**config.mk**
```make
export PLATFORM = sky130hd
export DESIGN_NAME = recirc_lane_scheduler
export DESIGN_NICKNAME = d
export VERILOG_FILES = /design/src/rtl/recirc_pkg.sv /design/src/rtl/recirc_lane_scheduler_rr_arbiter4.sv /design/src/rtl/recirc_lane_scheduler.sv
export SDC_FILE = /design/constraint.sdc
export NUM_CORES = 1
export LEC_CHECK = 0
export BUFFER_PORTS_ARGS = -buffer_cell sky130_fd_sc_hd__buf_2
export CELL_PAD_IN_SITES_DETAIL_PLACEMENT = 1
export CELL_PAD_IN_SITES_GLOBAL_PLACEMENT = 1
export CORE_ASPECT_RATIO = 1.75
export CORE_MARGIN = 4
export CORE_UTILIZATION = 37
export DETAILED_ROUTE_END_ITERATION = 7
export PLACE_DENSITY_LB_ADDON = 0.05
export SLEW_MARGIN = 20
export SYNTH_ARGS = -nofsm -noshare
export SYNTH_HDL_FRONTEND = slang
export SYNTH_SLANG_ARGS = --single-unit
```
**constraint.sdc**
```tcl
create_clock -name clk -period 3.61 [get_ports clk]
set_clock_uncertainty 0.05 [all_clocks]
set_input_delay 0.1805 -clock clk [delete_from_list [all_inputs] [get_ports clk]]
set_output_delay 0.1805 -clock clk [all_outputs]
set_load 0.01 [all_outputs]
```
**src/rtl/recirc_pkg.sv**
```systemverilog
// Shared types and widths for the recirculation-stage lane scheduler.
package recirc_pkg;

    localparam int LANES  = 4;
    localparam int DATA_W = 8;
    localparam int LANE_W = 2;
    localparam int GCNT_W = 16;
    localparam int RCNT_W = 8;

    typedef enum logic [1:0] {
        IDLE  = 2'd0,
        SEND  = 2'd1,
        STALL = 2'd2
    } state_t;

endpackage

```
**src/rtl/recirc_lane_scheduler_rr_arbiter4.sv**
```systemverilog
// Four-way round-robin arbiter: first requesting lane at or after rr_ptr wins.
module rr_arbiter4
    import recirc_pkg::*;
(
    input  logic [LANES-1:0]  req,
    input  logic [LANE_W-1:0] rr_ptr,
    output logic [LANES-1:0]  grant,
    output logic [LANE_W-1:0] grant_idx,
    output logic              any_grant
);

    logic [LANE_W-1:0] idx;

    always_comb begin
        // NOTE: every variable gets a default before the loop so no path infers a latch.
        grant     = '0;
        grant_idx = '0;
        any_grant = 1'b0;
        idx       = '0;
        for (int k = 0; k < LANES; k++) begin
            idx = rr_ptr + LANE_W'(k);
            if (!any_grant && req[idx]) begin
                any_grant  = 1'b1;
                grant_idx  = idx;
                grant[idx] = 1'b1;
            end
        end
    end

endmodule

```
**src/rtl/recirc_lane_scheduler.sv**
```systemverilog
// Round-robin egress scheduler with stall timeout recirculation.
// Optional STATS_EN macro adds per-lane grant and recirculation counters.
module recirc_lane_scheduler
    import recirc_pkg::*;
#(
    parameter int MAX_HOLD = 4,
    parameter int CNT_W    = 4
) (
    input  logic                 clk,
    input  logic                 reset,
    input  logic [LANES-1:0]     req,
    input  logic [DATA_W-1:0]    In0,
    input  logic [DATA_W-1:0]    In1,
    input  logic [DATA_W-1:0]    In2,
    input  logic [DATA_W-1:0]    In3,
    input  logic                 dsReady,
    output logic [LANES-1:0]     pop,
    output logic [DATA_W-1:0]    dataOut,
    output logic                 validOut,
    output logic [LANE_W-1:0]    laneOut,
    output logic [DATA_W-1:0]    recircData,
    output logic                 recircValid,
    output logic                 busy
`ifdef STATS_EN
    ,
    output logic [GCNT_W-1:0]    grantCnt0,
    output logic [GCNT_W-1:0]    grantCnt1,
    output logic [GCNT_W-1:0]    grantCnt2,
    output logic [GCNT_W-1:0]    grantCnt3,
    output logic [RCNT_W-1:0]    recircCnt
`endif
);

    state_t             state;
    logic [CNT_W-1:0]   hold_cnt;
    logic [LANE_W-1:0]  rr_ptr;
    logic [LANES-1:0]   grant;
    logic [LANE_W-1:0]  grant_idx;
    logic               any_grant;
    logic               accept;
    logic               recirc_fire;
    logic [DATA_W-1:0]  sel_data;

    rr_arbiter4 u_arb (
        .req       (req),
        .rr_ptr    (rr_ptr),
        .grant     (grant),
        .grant_idx (grant_idx),
        .any_grant (any_grant)
    );

    always_comb begin
        case (grant_idx)
            2'd0:    sel_data = In0;
            2'd1:    sel_data = In1;
            2'd2:    sel_data = In2;
            default: sel_data = In3;
        endcase
    end

    assign accept      = !reset && (state != STALL) && (!validOut || dsReady) && any_grant;
    assign recirc_fire = (state == STALL) && !dsReady && (hold_cnt == CNT_W'(MAX_HOLD));
    assign pop         = accept ? grant : '0;
    assign busy        = validOut || (state == STALL);

    always_ff @(posedge clk) begin
        // NOTE: non-blocking assignments so every register samples pre-edge values.
        if (reset) begin
            state       <= IDLE;
            dataOut     <= '0;
            validOut    <= 1'b0;
            laneOut     <= '0;
            recircData  <= '0;
            recircValid <= 1'b0;
            hold_cnt    <= '0;
            rr_ptr      <= '0;
        end else begin
            recircValid <= 1'b0;
            if (accept) begin
                dataOut  <= sel_data;
                laneOut  <= grant_idx;
                validOut <= 1'b1;
                rr_ptr   <= grant_idx + LANE_W'(1);
            end
            case (state)
                IDLE: begin
                    if (accept) state <= SEND;
                end
                SEND: begin
                    if (!dsReady) begin
                        state    <= STALL;
                        hold_cnt <= CNT_W'(1);
                    end else if (!accept) begin
                        state    <= IDLE;
                        validOut <= 1'b0;
                    end
                end
                STALL: begin
                    // Consumption takes precedence over the timeout.
                    if (dsReady) begin
                        state    <= IDLE;
                        validOut <= 1'b0;
                        hold_cnt <= '0;
                    end else if (recirc_fire) begin
                        recircData  <= dataOut;
                        recircValid <= 1'b1;
                        validOut    <= 1'b0;
                        hold_cnt    <= '0;
                        state       <= IDLE;
                    end else begin
                        hold_cnt <= hold_cnt + CNT_W'(1);
                    end
                end
                default: state <= IDLE;
            endcase
        end
    end

`ifdef STATS_EN
    logic [GCNT_W-1:0] grant_cnt [LANES];
    logic [RCNT_W-1:0] recirc_cnt;

    always_ff @(posedge clk) begin
        // NOTE: this small counter array is reset explicitly; it is flops, not a RAM.
        if (reset) begin
            for (int i = 0; i < LANES; i++) grant_cnt[i] <= '0;
            recirc_cnt <= '0;
        end else begin
            for (int i = 0; i < LANES; i++) begin
                if (pop[i] && grant_cnt[i] != '1) grant_cnt[i] <= grant_cnt[i] + GCNT_W'(1);
            end
            if (recirc_fire && recirc_cnt != '1) recirc_cnt <= recirc_cnt + RCNT_W'(1);
        end
    end

    assign grantCnt0 = grant_cnt[0];
    assign grantCnt1 = grant_cnt[1];
    assign grantCnt2 = grant_cnt[2];
    assign grantCnt3 = grant_cnt[3];
    assign recircCnt = recirc_cnt;
`endif

endmodule

```
After elaboration in Yosys (flattened, before gate mapping) --
Index checks and enable logic that the tools add are counted. W data, S select, Z words.
Storage, ports and cells: register bits 28, bits in latches 0, memory bits (writable) 0, memory bits (read-only) 0, input port bits 39, output and inout bits 25, word-level logic and storage cells 110, memories kept 0
Cells by class: add/subtract/negate cells 5, multiply operators 0, div/mod/pow operators 0, $lt $le $gt $ge 8, equality and inequality tests 10, shift operators 0, mux-type cells 47, bitwise gates (word level) 5, reductions and logical operators 27
Operators by type and width (number):
- $mux W4 | 8
- $pmux W8 S3 | 1
- $mux W1 | 18
- $mux W2 | 9
- $logic_and A1 B1 Y1 | 12
- $lt A2 B3 Y1 const B | 4
- $or A4 B4 Y4 | 3
- $bmux W1 S2 | 4
- $demux W1 S2 | 4
- $ge A2 B1 Y1 const B | 4
- $pmux W4 S2 | 1
- $logic_not A1 Y1 | 6
- $ne A2 B2 Y1 const B | 3
- $ne A3 B3 Y1 const B | 2
- $pmux W2 S3 | 1
- $reduce_and A3 Y1 | 2
- $add A2 B1 Y2 const B | 2
- $add A2 B2 Y2 const B | 2
- $add A4 B1 Y4 const B | 1
- $eq A2 B1 Y1 const B | 2
- $eq A2 B2 Y1 const B | 2
- $eq A4 B3 Y1 const B | 1
- $logic_not A2 Y1 | 2
- $reduce_or A3 Y1 | 1
- other kinds (5) | 7

Longest topological paths before layout --
Gate-level depths: netlist (run 1).
word-level depth 17, gate-level depth with buffers 15

Cells and area by module --
From an unflattened synthesis (run 1), not the netlist that was laid out.
Unflattened totals: cells, all modules 213, area total of the unflattened synthesis 1833.0 µm²
Modules (own cells, without submodules):
- recirc_lane_scheduler | instances 1, cells an instance 168, area each 1413.9 µm², sequential area each 560.5 µm²
- rr_arbiter4 | instances 1, cells an instance 45, area each 419.2 µm², sequential area each 0.0 µm²

Worst setup path before layout (run 1) --
Ideal clock, no wire load.
kind reg-to-reg, start register rr_ptr[1], end register dataOut[0], library setup time 0.132 ns, data arrival time 3.108 ns, required time 3.428 ns, setup slack 0.320 ns, stages on the path, launching flop included 15, buffers on the path 4, clock period less this slack 3.290 ns, path through dfxtp_1 > buf_2 > buf_2 > inv_1 > ha_1 > buf_6 > mux2_2 > a311oi_1 > inv_1 > ha_1 > clkbuf_1 > a222oi_1 > o21ai_0 > nand2_1 > a21oi_1
Between the ends: longest elaborated chain between the ends 14, elaborated cells between the ends (all ways) 30
RTL lines:
- start: declaration | line recirc_lane_scheduler.sv:36 | logic [LANE_W-1:0] rr_ptr;
- start signal: assignment | line recirc_lane_scheduler.sv:83 | rr_ptr <= grant_idx + LANE_W'(1);
- branches (longest 11 deep; another with $add A2 B1 Y2)
- $mux W2 * | line recirc_lane_scheduler_rr_arbiter4.sv:22 | if (!any_grant && req[idx]) begin
- via grant_idx[0] | line recirc_lane_scheduler.sv:38 | logic [LANE_W-1:0] grant_idx;
- $eq A2 B2 Y1, or another cell as far along | line recirc_lane_scheduler.sv:53 | case (grant_idx)
- $pmux W8 S3 * | line recirc_lane_scheduler.sv:53
- end signal: assignment | line recirc_lane_scheduler.sv:80 | dataOut <= sel_data;
- end: declaration | line recirc_lane_scheduler.sv:18 | output logic [DATA_W-1:0] dataOut,
Mark *: on every way through the listed nets, which the timed path passes. The select of a mux whose other input is x is not followed. A chain may end at the register's enable or synchronous reset.

Worst setup path in the final report (run 1) --
start register rr_ptr[0], end register dataOut[1]
The elaborated chain is that of the path after synthesis.

==> flow_summary.json, run 1 <==
{
  "grt_start_max_net_pins": 31,
  "outcome": "finished clean",
  "syn_inst": 274,
  "worst_pin_slew_ns": 0.7437,
  "fmax_mhz": 305.6,
  "tritoncts": "done",
  "coreArea_mm2": 0.005540,
  "overflow": 0,
  "root_buffer": "clkbuf_8",
  "start_kind": "flop",
  "cap_violations": 0,
  "hp-class": "in -> reg",
  "cts_setup_buffers": 0,
  "endpoint_kind": "flop",
  "portBuffers": 63,
  "vias": 2173,
  "syn_to_final_growth_pct": 18.12,
  "p_total_mw": 1.144,
  "place_hpwl_um": 5036,
  "rsz0062_at_grt": "false",
  "min-delay-start": "dsReady",
  "drc": 0,
  "final_max_slew_viol_count": 0,
  "ys_seq_elements": 28,
  "holdPathStages": 3,
  "synth-edff-count": 0,
  "die_h_um": 108.0,
  "cts_resized": 0,
  "h-tree-depth": 1,
  "ys_seq_area_frac": 0.2652,
  "grtUsageTotal": 0.1881,
  "drive_above_1_share": 0.2562,
  "vdd_ir_drop_max_mv": 0.2627,
  "placedCellCount": 396,
  "p_per_area_mw_per_mm2": 458.3,
  "worstSetupPathType": "reg -> reg",
  "dieArea_mm2": 0.007032,
  "fin_crit_sh": 0.9064,
  "antenna-diode-count": 0,
  "yosysUniqueCellTypes": 39,
  "cts_buffers": 3,
  "via_per_inst": 5.433,
  "start_util": 0.3814,
  "rr_worst_depth": 10,
  "timing.rr.start": "rr_ptr[0]$_SDFFE_PP0P_",
  "r2r_end": "dataOut[1]$_SDFFE_PP0P_",
  "synth_fa_ha_area_frac": 0.1007,
  "clkLatencyLatePin_ns": 0.27,
  "setup_viol": 0,
  "setup_tns_ns": 0,
  "r2r_setup_slack_ns": 0.34,
  "grt_pass1_wl_um": 10640,
  "synth_xor_area_frac": 0,
  "required_ns": 3.69,
  "num_rows": 36,
  "finalNonFillerCells": 400,
  "setup_slack_ns": 0.3380,
  "synth_nets": 330,
  "p_leak_nw": 1.067,
  "antenna_left": 0,
  "clockBufferDepth": 2,
  "final_common_cell": "buf_2",
  "whs_endpoint": "hold_cnt[0]$_SDFFE_PP0P_",
  "yosys.area_share.simple": 0.2410,
  "dieWidth_um": 65.13,
  "async_reset_ff_frac": 0,
  "arrival_ns": 3.36,
  "cts.sinks": 28,
  "multiInputGateArea_mm2": 0.001379,
  "io_pins": 64,
  "syn_area_mm2": 0.002113,
  "final_core_util": 0.4505,
  "cts-hold-fix-buffers": 0,
  "gp_congestion": 0.7916,
  "grt_pass1_vias": 2266,
  "antenna_found_initial": 0,
  "register_area_um2": 560.5,
  "ys.flop_type": "dfxtp_1",
  "syn_area_per_cell_um2": 7.713,
  "drtIter0Drc": 136,
  "preCtsSetupSlack_ns": 0.4130,
  "cp_max_fo": 11,
  "post_drt_wl_per_cell_um": 16.11,
  "fin_crit_ns": 3.272,
  "yosys_warnings": 0,
  "maxSlewHeadroom": 0.5004,
  "synth_compound_area_frac": 0.2356,
  "fillerInstances": 734,
  "firstDrtPassIters": 4,
  "layout_common_cells": "buf_2, nand2_1, dfxtp_1",
  "synthMuxAreaShare": 0.07519,
  "route.final.wire_length_um": 6444,
  "finalHoldViolations": 0,
  "cts.clk_slew.worst_paths_ns": 0.10,
  "synth_top_family_by_area": "simple AND/OR/NAND/NOR gates",
  "final_nets": 381
}
## how the worst max path moves through the flow
stage	start	end	slack, ns	cells past startpoint
final	rr_ptr[0]$_SDFFE_PP0P_	dataOut[1]$_SDFFE_PP0P_	0.34	10
after global routing	rr_ptr[0]$_SDFFE_PP0P_	dataOut[1]$_SDFFE_PP0P_	0.04	10
after CTS	rr_ptr[0]$_SDFFE_PP0P_	dataOut[1]$_SDFFE_PP0P_	0.33	10
after detailed placement	rr_ptr[0]$_SDFFE_PP0P_	dataOut[2]$_SDFFE_PP0P_	0.41	10
after global placement	rr_ptr[0]$_SDFFE_PP0P_	dataOut[6]$_SDFFE_PP0P_	0.54	10
after floorplan	rr_ptr[1]$_SDFFE_PP0P_	dataOut[0]$_SDFFE_PP0P_	0.32	14
## flip-flops by register name (all words and copies together) (netlist names)
signal,flops
dataOut,8
recircData,8
hold_cnt,4
laneOut,2
rr_ptr,2
state,2
recircValid,1
validOut,1
## layer usage
| layer | GRT usage | up-vias | wire length (µm) |
|---|---|---|---|
| met3 | 0.02287 | 11 | 240 |
| met2 | 0.3663 | 48 | 3522 |
| met4 | 0.06380 | 0 | 145 |
| li1 | - | 1081 | - |
| met5 | 0 | - | 0 |
| met1 | 0.2032 | 1033 | 2536 |
## report_power, final
part	switching [mW]	internal (mW)	total [mW]	leakage, nW
sequential	0.0258	0.340	0.366	0.228
combinational	0.317	0.216	0.533	0.804
clock	0.0969	0.148	0.245	0.0357
## cells in the mapped netlist, types with 2 or more instances
cell type / instances / area share
and3_1: 9 / 0.027
o211ai_1: 2 / 0.0071
nand2b_1: 7 / 0.021
nor2_1: 13 / 0.023
o21ai_0: 18 / 0.043
clkbuf_1: 8 / 0.014
a21oi_1: 22 / 0.052
mux2i_1: 8 / 0.038
a211oi_2: 3 / 0.018
a2111oi_0: 5 / 0.021
nor3_1: 8 / 0.019
o22ai_1: 8 / 0.024
mux2_2: 5 / 0.027
ha_1: 17 / 0.10
a222oi_1: 8 / 0.038
a21o_1: 2 / 0.0071
nor4_1: 3 / 0.0089
buf_6: 5 / 0.027
a211oi_1: 2 / 0.0071
inv_1: 11 / 0.020
nand3_1: 4 / 0.0095
a311oi_1: 2 / 0.0083
nand3b_1: 3 / 0.011
buf_2: 7 / 0.017
nand2_1: 53 / 0.094
dfxtp_1: 28 / 0.27
## metrics by stage
stage | hold slack [ns] | area (µm²)
final | 0.1887 | 2496
after global routing | 0.2420 | 2496
after CTS | 0.1752 | 2496
after detailed placement | 0.4005 | 2425
after global placement | 0.3915 | 2425
after floorplan | 0.2899 | 2113
## critical path, cell delays in order, from the launching register on
cell,delay (ns)
dfxtp_1,0.36
inv_2,0.10
ha_1,0.46
mux2_2,0.43
a311oi_1,0.55
inv_1,0.15
ha_1,0.36
a222oi_1,0.37
o21ai_0,0.14
nand2_1,0.10
a21oi_1,0.06
## final cells by class
| type | count | share of cell area |
|---|---|---|
| Timing Repair Buffer | 67 | 0.1383 |
| Clock inverter | 1 | 0.01203 |
| Inverter | 12 | 0.01805 |
| Sequential cell | 28 | 0.2246 |
| Multi-Input combinational cell | 213 | 0.5524 |
| Clock buffer | 3 | 0.01654 |
| Tap cell | 76 | 0.03810 |
## cells by family (layout without fill, tap and decap cells)
logic type,count (synthesis),after routing
compound gates,75,75
fa+ha+maj,17,17
buf+inv,33,83
flops,28,28
mux,14,14
simple gates,107,107
(Power assumes the default switching activity.)
==> inputs of run 2 (changes only) <==
--- a/config.mk
+++ b/config.mk
@@ -13,6 +13,7 @@
 export CORE_UTILIZATION = 37
 export DETAILED_ROUTE_END_ITERATION = 7
 export PLACE_DENSITY_LB_ADDON = 0.05
+export REMOVE_ABC_BUFFERS = 1
 export SLEW_MARGIN = 20
 export SYNTH_ARGS = -nofsm -noshare
 export SYNTH_HDL_FRONTEND = slang
==> run 2 against run 1 <==
Compared with the run above:
- critical path depth is the same
- core utilization shrank 0.29 points
- highest routed layer unchanged
- routed wire length grew 3.7%
==> flow_summary.json, run 2 (same netlist as run 1, synthesis figures left out) <==
{
  "route.final.wire_length_um": 6684,
  "cts_resized": 0,
  "via_per_inst": 5.495,
  "clockBufferDepth": 2,
  "grt_pass1_vias": 2211,
  "final_nets": 381,
  "layout_common_cells": "buf_2, nand2_1, dfxtp_1",
  "p_per_area_mw_per_mm2": 441.1,
  "h-tree-depth": 1,
  "timing.rr.start": "rr_ptr[0]$_SDFFE_PP0P_",
  "dieArea_mm2": 0.007032,
  "portBuffers": 63,
  "dieWidth_um": 65.13,
  "r2r_setup_slack_ns": 0.45,
  "rr_worst_depth": 10,
  "final_max_slew_viol_count": 0,
  "grt_start_max_net_pins": 31,
  "combPwrFrac": 0.489,
  "antenna_found_initial": 0,
  "p_leak_nw": 1.061,
  "maxSlewHeadroom": 0.5026,
  "worst-path-buf-inv": 2,
  "start_util": 0.3814,
  "antenna_left": 0,
  "reg.largest.list": "dataOut (8), recircData (8), hold_cnt (4)",
  "die_h_um": 108.0,
  "gp_congestion": 0.8823,
  "cts.clk_slew.worst_paths_ns": 0.10,
  "rsz0062_at_grt": "false",
  "cpPeakStageDelay_ns": 0.55,
  "required_ns": 3.70,
  "coreArea_mm2": 0.005540,
  "cts-hold-fix-buffers": 0,
  "grtUsageTotal": 0.1934,
  "pwr-share-seq": 0.332,
  "cap_violations": 0,
  "finalHoldViolations": 0,
  "root_buffer": "clkbuf_8",
  "cts_buffers": 3,
  "arrival_ns": 3.26,
  "min-delay-start": "dsReady",
  "cts_setup_buffers": 0,
  "cp_slowest_cell": "a311oi_1",
  "endpoint_kind": "flop",
  "design_area_mm2": 0.002480,
  "r2r_end": "dataOut[5]$_SDFFE_PP0P_",
  "cts.sinks": 28,
  "crit_family": "compound AO/OA/AOI/OAI gates",
  "start_kind": "flop",
  "io_pins": 64,
  "hp-class": "in -> reg",
  "fin_crit_sh": 0.8765,
  "setup_tns_ns": 0,
  "grt_pass1_wl_um": 10650,
  "clkPwrFrac": 0.179,
  "syn_to_final_growth_pct": 17.35,
  "internal_power_mw": 0.6543,
  "p_sw_frac": 0.4019,
  "cp_max_fo": 11,
  "holdPathStages": 3,
  "vdd_ir_drop_max_mv": 0.1650,
  "antenna-diode-count": 0,
  "firstDrtPassIters": 4,
  "worstSetupPathType": "reg -> reg",
  "outcome": "finished clean",
  "p_switching_mw": 0.4397,
  "fmax_mhz": 316.0,
  "worstPathCellList": "inv_2, ha_1, mux2_2, a311oi_1, inv_1, ha_1, a222oi_1, o21ai_0, nand2_1, a21oi_1",
  "drc": 0,
  "post_drt_wl_per_cell_um": 16.71,
  "overflow": 0,
  "worst_pin_slew_ns": 0.7273,
  "clkLatencyLatePin_ns": 0.28,
  "num_rows": 36,
  "drtIter0Drc": 118,
  "drive_above_1_share": 0.2562,
  "final_common_cell": "buf_2",
  "place_hpwl_um": 5292,
  "tritoncts": "done",
  "placed_cell_area_mm2": 0.002425,
  "vias": 2198,
  "setup_viol": 0,
  "whs_endpoint": "hold_cnt[0]$_SDFFE_PP0P_",
  "fin_crit_ns": 3.164,
  "crit_top_cell": "ha_1"
}
## run 2: metal layers
metal	wire length, µm	share of wire	vias to the layer above	global-route usage
li1	-	-	1081	-
met1	2429	0.36	1033	0.1987
met2	3697	0.55	63	0.3663
met3	232	0.035	21	0.02079
met4	325	0.049	0	0.1142
met5	0	0	-	0
## run 2: worst reg2reg max path, cell delays in order, from the launching register on
cell and delay [ns]:
dfxtp_1 0.36, inv_2 0.10, ha_1 0.47, mux2_2 0.43, a311oi_1 0.55, inv_1 0.14, ha_1 0.34, a222oi_1 0.33
o21ai_0 0.12, nand2_1 0.09, a21oi_1 0.06
## run 2: power groups by stage
stage | Sequential [mW] | Combinational [mW] | Clock (mW)
CTS | 0.364 | 0.542 | 0.206
floorplan | 0.394 | 0.327 | 0
finish | 0.363 | 0.534 | 0.196
detailed placement | 0.371 | 0.540 | 0
global route | 0.368 | 0.602 | 0.214
global placement | 0.370 | 0.531 | 0
## run 2: metrics by stage
| stage | power [mW] | cells | hold WS [ns] | setup slack [ns] | util |
|---|---|---|---|---|---|
| 2_1_floorplan | 0.7210 | 253 | 0.1951 | 0.3317 | - |
| 3_3_place_gp | 0.9008 | 396 | 0.3889 | 0.5219 | 0.4377 |
| 3_5_place_dp | 0.9108 | 396 | 0.3934 | 0.4246 | 0.4377 |
| 4_1_cts | 1.112 | 400 | 0.1844 | 0.4180 | 0.4476 |
| 5_1_grt | 1.184 | 400 | 0.1991 | 0.1279 | 0.4476 |
| 6_report | 1.094 | 400 | 0.1912 | 0.4458 | 0.4476 |
## run 2: worst max-delay path by stage
stage / start / endpoint / slack, ns / cells after the start
detailed placement: rr_ptr[0]$_SDFFE_PP0P_ / dataOut[4]$_SDFFE_PP0P_ / 0.42 / 10
global route: rr_ptr[0]$_SDFFE_PP0P_ / dataOut[6]$_SDFFE_PP0P_ / 0.13 / 10
CTS: rr_ptr[0]$_SDFFE_PP0P_ / dataOut[5]$_SDFFE_PP0P_ / 0.42 / 10
floorplan: rr_ptr[1]$_SDFFE_PP0P_ / dataOut[0]$_SDFFE_PP0P_ / 0.33 / 10
global placement: rr_ptr[0]$_SDFFE_PP0P_ / dataOut[6]$_SDFFE_PP0P_ / 0.52 / 10
finish: rr_ptr[0]$_SDFFE_PP0P_ / dataOut[5]$_SDFFE_PP0P_ / 0.45 / 10
## run 2: final cells by class
type / instances / area, µm²
timing repair buffer: 67 / 345.3
multi-input combinational: 213 / 1379
clock buffer: 4 / 55.05
sequential: 28 / 560.5
tap: 76 / 95.09
inverter: 12 / 45.04
fill: 734 / 3060
==> inputs of run 3 (changes only) <==
--- a/config.mk
+++ b/config.mk
@@ -5,12 +5,13 @@
 export SDC_FILE = /design/constraint.sdc
 export NUM_CORES = 1
 export LEC_CHECK = 0
+export ABC_AREA = 1
 export BUFFER_PORTS_ARGS = -buffer_cell sky130_fd_sc_hd__buf_2
 export CELL_PAD_IN_SITES_DETAIL_PLACEMENT = 1
 export CELL_PAD_IN_SITES_GLOBAL_PLACEMENT = 1
 export CORE_ASPECT_RATIO = 1.75
 export CORE_MARGIN = 4
-export CORE_UTILIZATION = 37
+export CORE_UTILIZATION = 36
 export DETAILED_ROUTE_END_ITERATION = 7
 export PLACE_DENSITY_LB_ADDON = 0.05
 export REMOVE_ABC_BUFFERS = 1
==> run 3 against run 2 <==
Compared with the run above:
- register-to-register slack improved by 0.25 ns
- clock power about the same
- maximum frequency increased by 8.6%
- count of clock-buffer cells in the layout stayed put
- core utilization rose by 0.080 points
- area after synthesis down 7.2%
- largest power group unchanged
==> flow_summary.json, run 3 <==
{
  "tritoncts": "done",
  "grt_start_max_net_pins": 27,
  "finalHoldViolations": 0,
  "num_rows": 35,
  "h-tree-depth": 1,
  "crit_top_cell": "inv_1",
  "root_buffer": "clkbuf_8",
  "cts_buffers": 3,
  "io_pins": 64,
  "ys_seq_area_frac": 0.2857,
  "fmax_mhz": 343.3,
  "fin_crit_ns": 2.913,
  "portBuffers": 63,
  "antenna_found_initial": 0,
  "synth_common_cells": "nand2_1, nor2_1, inv_1",
  "cts.clk_slew.worst_paths_ns": 0.10,
  "fin_crit_sh": 0.8068,
  "cap_violations": 0,
  "setup_viol": 0,
  "place_hpwl_um": 4969,
  "outcome": "finished clean",
  "preCtsSetupSlack_ns": 0.7006,
  "yosys.area.top_type_share": 0.2857,
  "start_util": 0.3702,
  "antenna_left": 0,
  "final_nets": 383,
  "grt_pass1_wl_um": 10160,
  "gp_congestion": 0.9063,
  "die_h_um": 105.7,
  "p_per_area_mw_per_mm2": 899.3,
  "fillerInstances": 710,
  "post_drt_wl_per_cell_um": 15.09,
  "grtUsageTotal": 0.1878,
  "syn_area_mm2": 0.001962,
  "hp-class": "in -> reg",
  "placedCellCount": 396,
  "yosysMostFrequentCell": "nand2_1",
  "dieArea_mm2": 0.006741,
  "firstDrtPassIters": 3,
  "p_leak_nw": 1.198,
  "clockBufferDepth": 2,
  "cts_setup_buffers": 0,
  "start_kind": "flop",
  "cts_resized": 0,
  "dieWidth_um": 63.81,
  "async_reset_ff_frac": 0,
  "route.final.wire_length_um": 6034,
  "antenna-diode-count": 0,
  "crit_family": "simple AND/OR/NAND/NOR gates",
  "drc": 0,
  "layout_common_cells": "buf_2, nand2_1, nor2_1",
  "syn_to_final_growth_pct": 21.11,
  "worst-path-buf-inv": 4,
  "grt_pass1_vias": 2109,
  "drtIter0Drc": 76,
  "cpPeakStageDelay_ns": 0.41,
  "arrival_ns": 3.02,
  "worst_pin_slew_ns": 0.5642,
  "cp_slowest_cell": "dfxtp_1",
  "r2r_setup_slack_ns": 0.70,
  "drive_above_1_share": 0.3006,
  "reg.largest.list": "dataOut (8), recircData (8), hold_cnt (4)",
  "final_max_slew_viol_count": 0,
  "vias": 1992,
  "setup_tns_ns": 0,
  "vdd_ir_drop_max_mv": 0.5482,
  "ys_seq_elements": 28,
  "yosysUniqueCellTypes": 31,
  "coreArea_mm2": 0.005299,
  "synth_top_area_cell": "dfxtp_1",
  "syn_inst": 268,
  "setup_slack_ns": 0.6973,
  "yosys_warnings": 0,
  "clkLatencyLatePin_ns": 0.28,
  "via_per_inst": 4.980,
  "final_core_util": 0.4484,
  "worstSetupPathType": "reg -> reg",
  "overflow": 0,
  "final_common_cell": "buf_2",
  "synth-edff-count": 0,
  "ys.flop_type": "dfxtp_1",
  "cts-hold-fix-buffers": 0,
  "required_ns": 3.72,
  "finalNonFillerCells": 400,
  "syn_area_per_cell_um2": 7.320,
  "worstPathCellList": "inv_6, ha_1, inv_1, nand3_1, nand2_2, nor2_1, nand2_1, o211ai_1, nor2_2, inv_1, ha_1, inv_1, nand2_1, o22ai_1, a211oi_2",
  "cts.sinks": 28,
  "endpoint_kind": "flop",
  "rsz0062_at_grt": "false",
  "synth_area_leaders": "dfxtp_1, ha_1, nand2_1",
  "maxSlewHeadroom": 0.6199,
  "cp_max_fo": 16
}
run 3: cell types whose count changed after synthesis, moves of 8 or more:
cell and change:
nor2_1 +22, a22o_1 +8, nand3_1 +8, inv_1 +18, mux2i_1 -8, a21oi_1 -14, a222oi_1 -8, and3_1 -9
run 3: final timing paths:
| kind | startpoint | to | cells after the start |
|---|---|---|---|
| max | rr_ptr[0]$_SDFFE_PP0P_ | dataOut[5]$_SDFFE_PP0P_ | 15 |
| min | dsReady | hold_cnt[0]$_SDFFE_PP0P_ | 4 |
| max reg2reg | rr_ptr[0]$_SDFFE_PP0P_ | dataOut[5]$_SDFFE_PP0P_ | 15 |
| min reg2reg | laneOut[0]$_SDFFE_PP0P_ | laneOut[0]$_SDFFE_PP0P_ | 2 |
run 3: metal layers:
| layer | part of all wire | track usage | vias up |
|---|---|---|---|
| met5 | 0 | 0 | - |
| met3 | 0.036 | 0.02345 | 11 |
| met1 | 0.38 | 0.1995 | 926 |
| met2 | 0.56 | 0.3634 | 49 |
| li1 | - | - | 1006 |
| met4 | 0.022 | 0.06646 | 0 |
run 3: per-stage QoR:
| stage | power, mW | instance area [µm²] | hold WS, ns |
|---|---|---|---|
| floorplan | 1.545 | 1898 | 0.1996 |
| CTS | 2.155 | 2376 | 0.2074 |
| global placement | 1.926 | 2321 | 0.4078 |
| global route | 2.366 | 2376 | 0.2394 |
| finish | 2.137 | 2376 | 0.2048 |
| detailed placement | 1.950 | 2321 | 0.4138 |
run 3: cells by family (layout without fill, tap and decap cells):
logic type,Yosys count,in the layout,share of synthesized area
adder cells (fa/ha/maj),17,17,0.1084
buffers and inverters,43,101,0.09885
flip-flops,28,28,0.2857
AND/OR/NAND/NOR,124,124,0.2985
XOR/XNOR,1,1,0.004465
AO/OA/AOI/OAI,55,55,0.2041
run 3: power breakdown:
| group | total (mW) | switching, mW | internal, mW |
|---|---|---|---|
| clock network | 0.198 | 0.101 | 0.0977 |
| registers | 0.428 | 0.0505 | 0.378 |
| logic | 1.51 | 0.962 | 0.548 |
run 3: area by class of cell:
class | instances | area, µm² | area share
Multi-Input combinational cell | 197 | 1207 | 0.5082
Sequential cell | 28 | 560.5 | 0.2359
Timing Repair Buffer | 65 | 330.3 | 0.1390
Inverter | 32 | 130.1 | 0.05477
Tap cell | 74 | 92.59 | 0.03897
Clock buffer | 4 | 55.05 | 0.02317
run 3: worst reg2reg max path: stages, from the launching register on:
cell      delay [ns]
dfxtp_1         0.41
inv_6           0.08
ha_1            0.37
inv_1           0.10
nand3_1         0.09
nand2_2         0.17
nor2_1          0.13
nand2_1         0.08
o211ai_1        0.10
nor2_2          0.20
inv_1           0.10
ha_1            0.18
inv_1           0.34
nand2_1         0.11
o22ai_1         0.19
a211oi_2        0.10
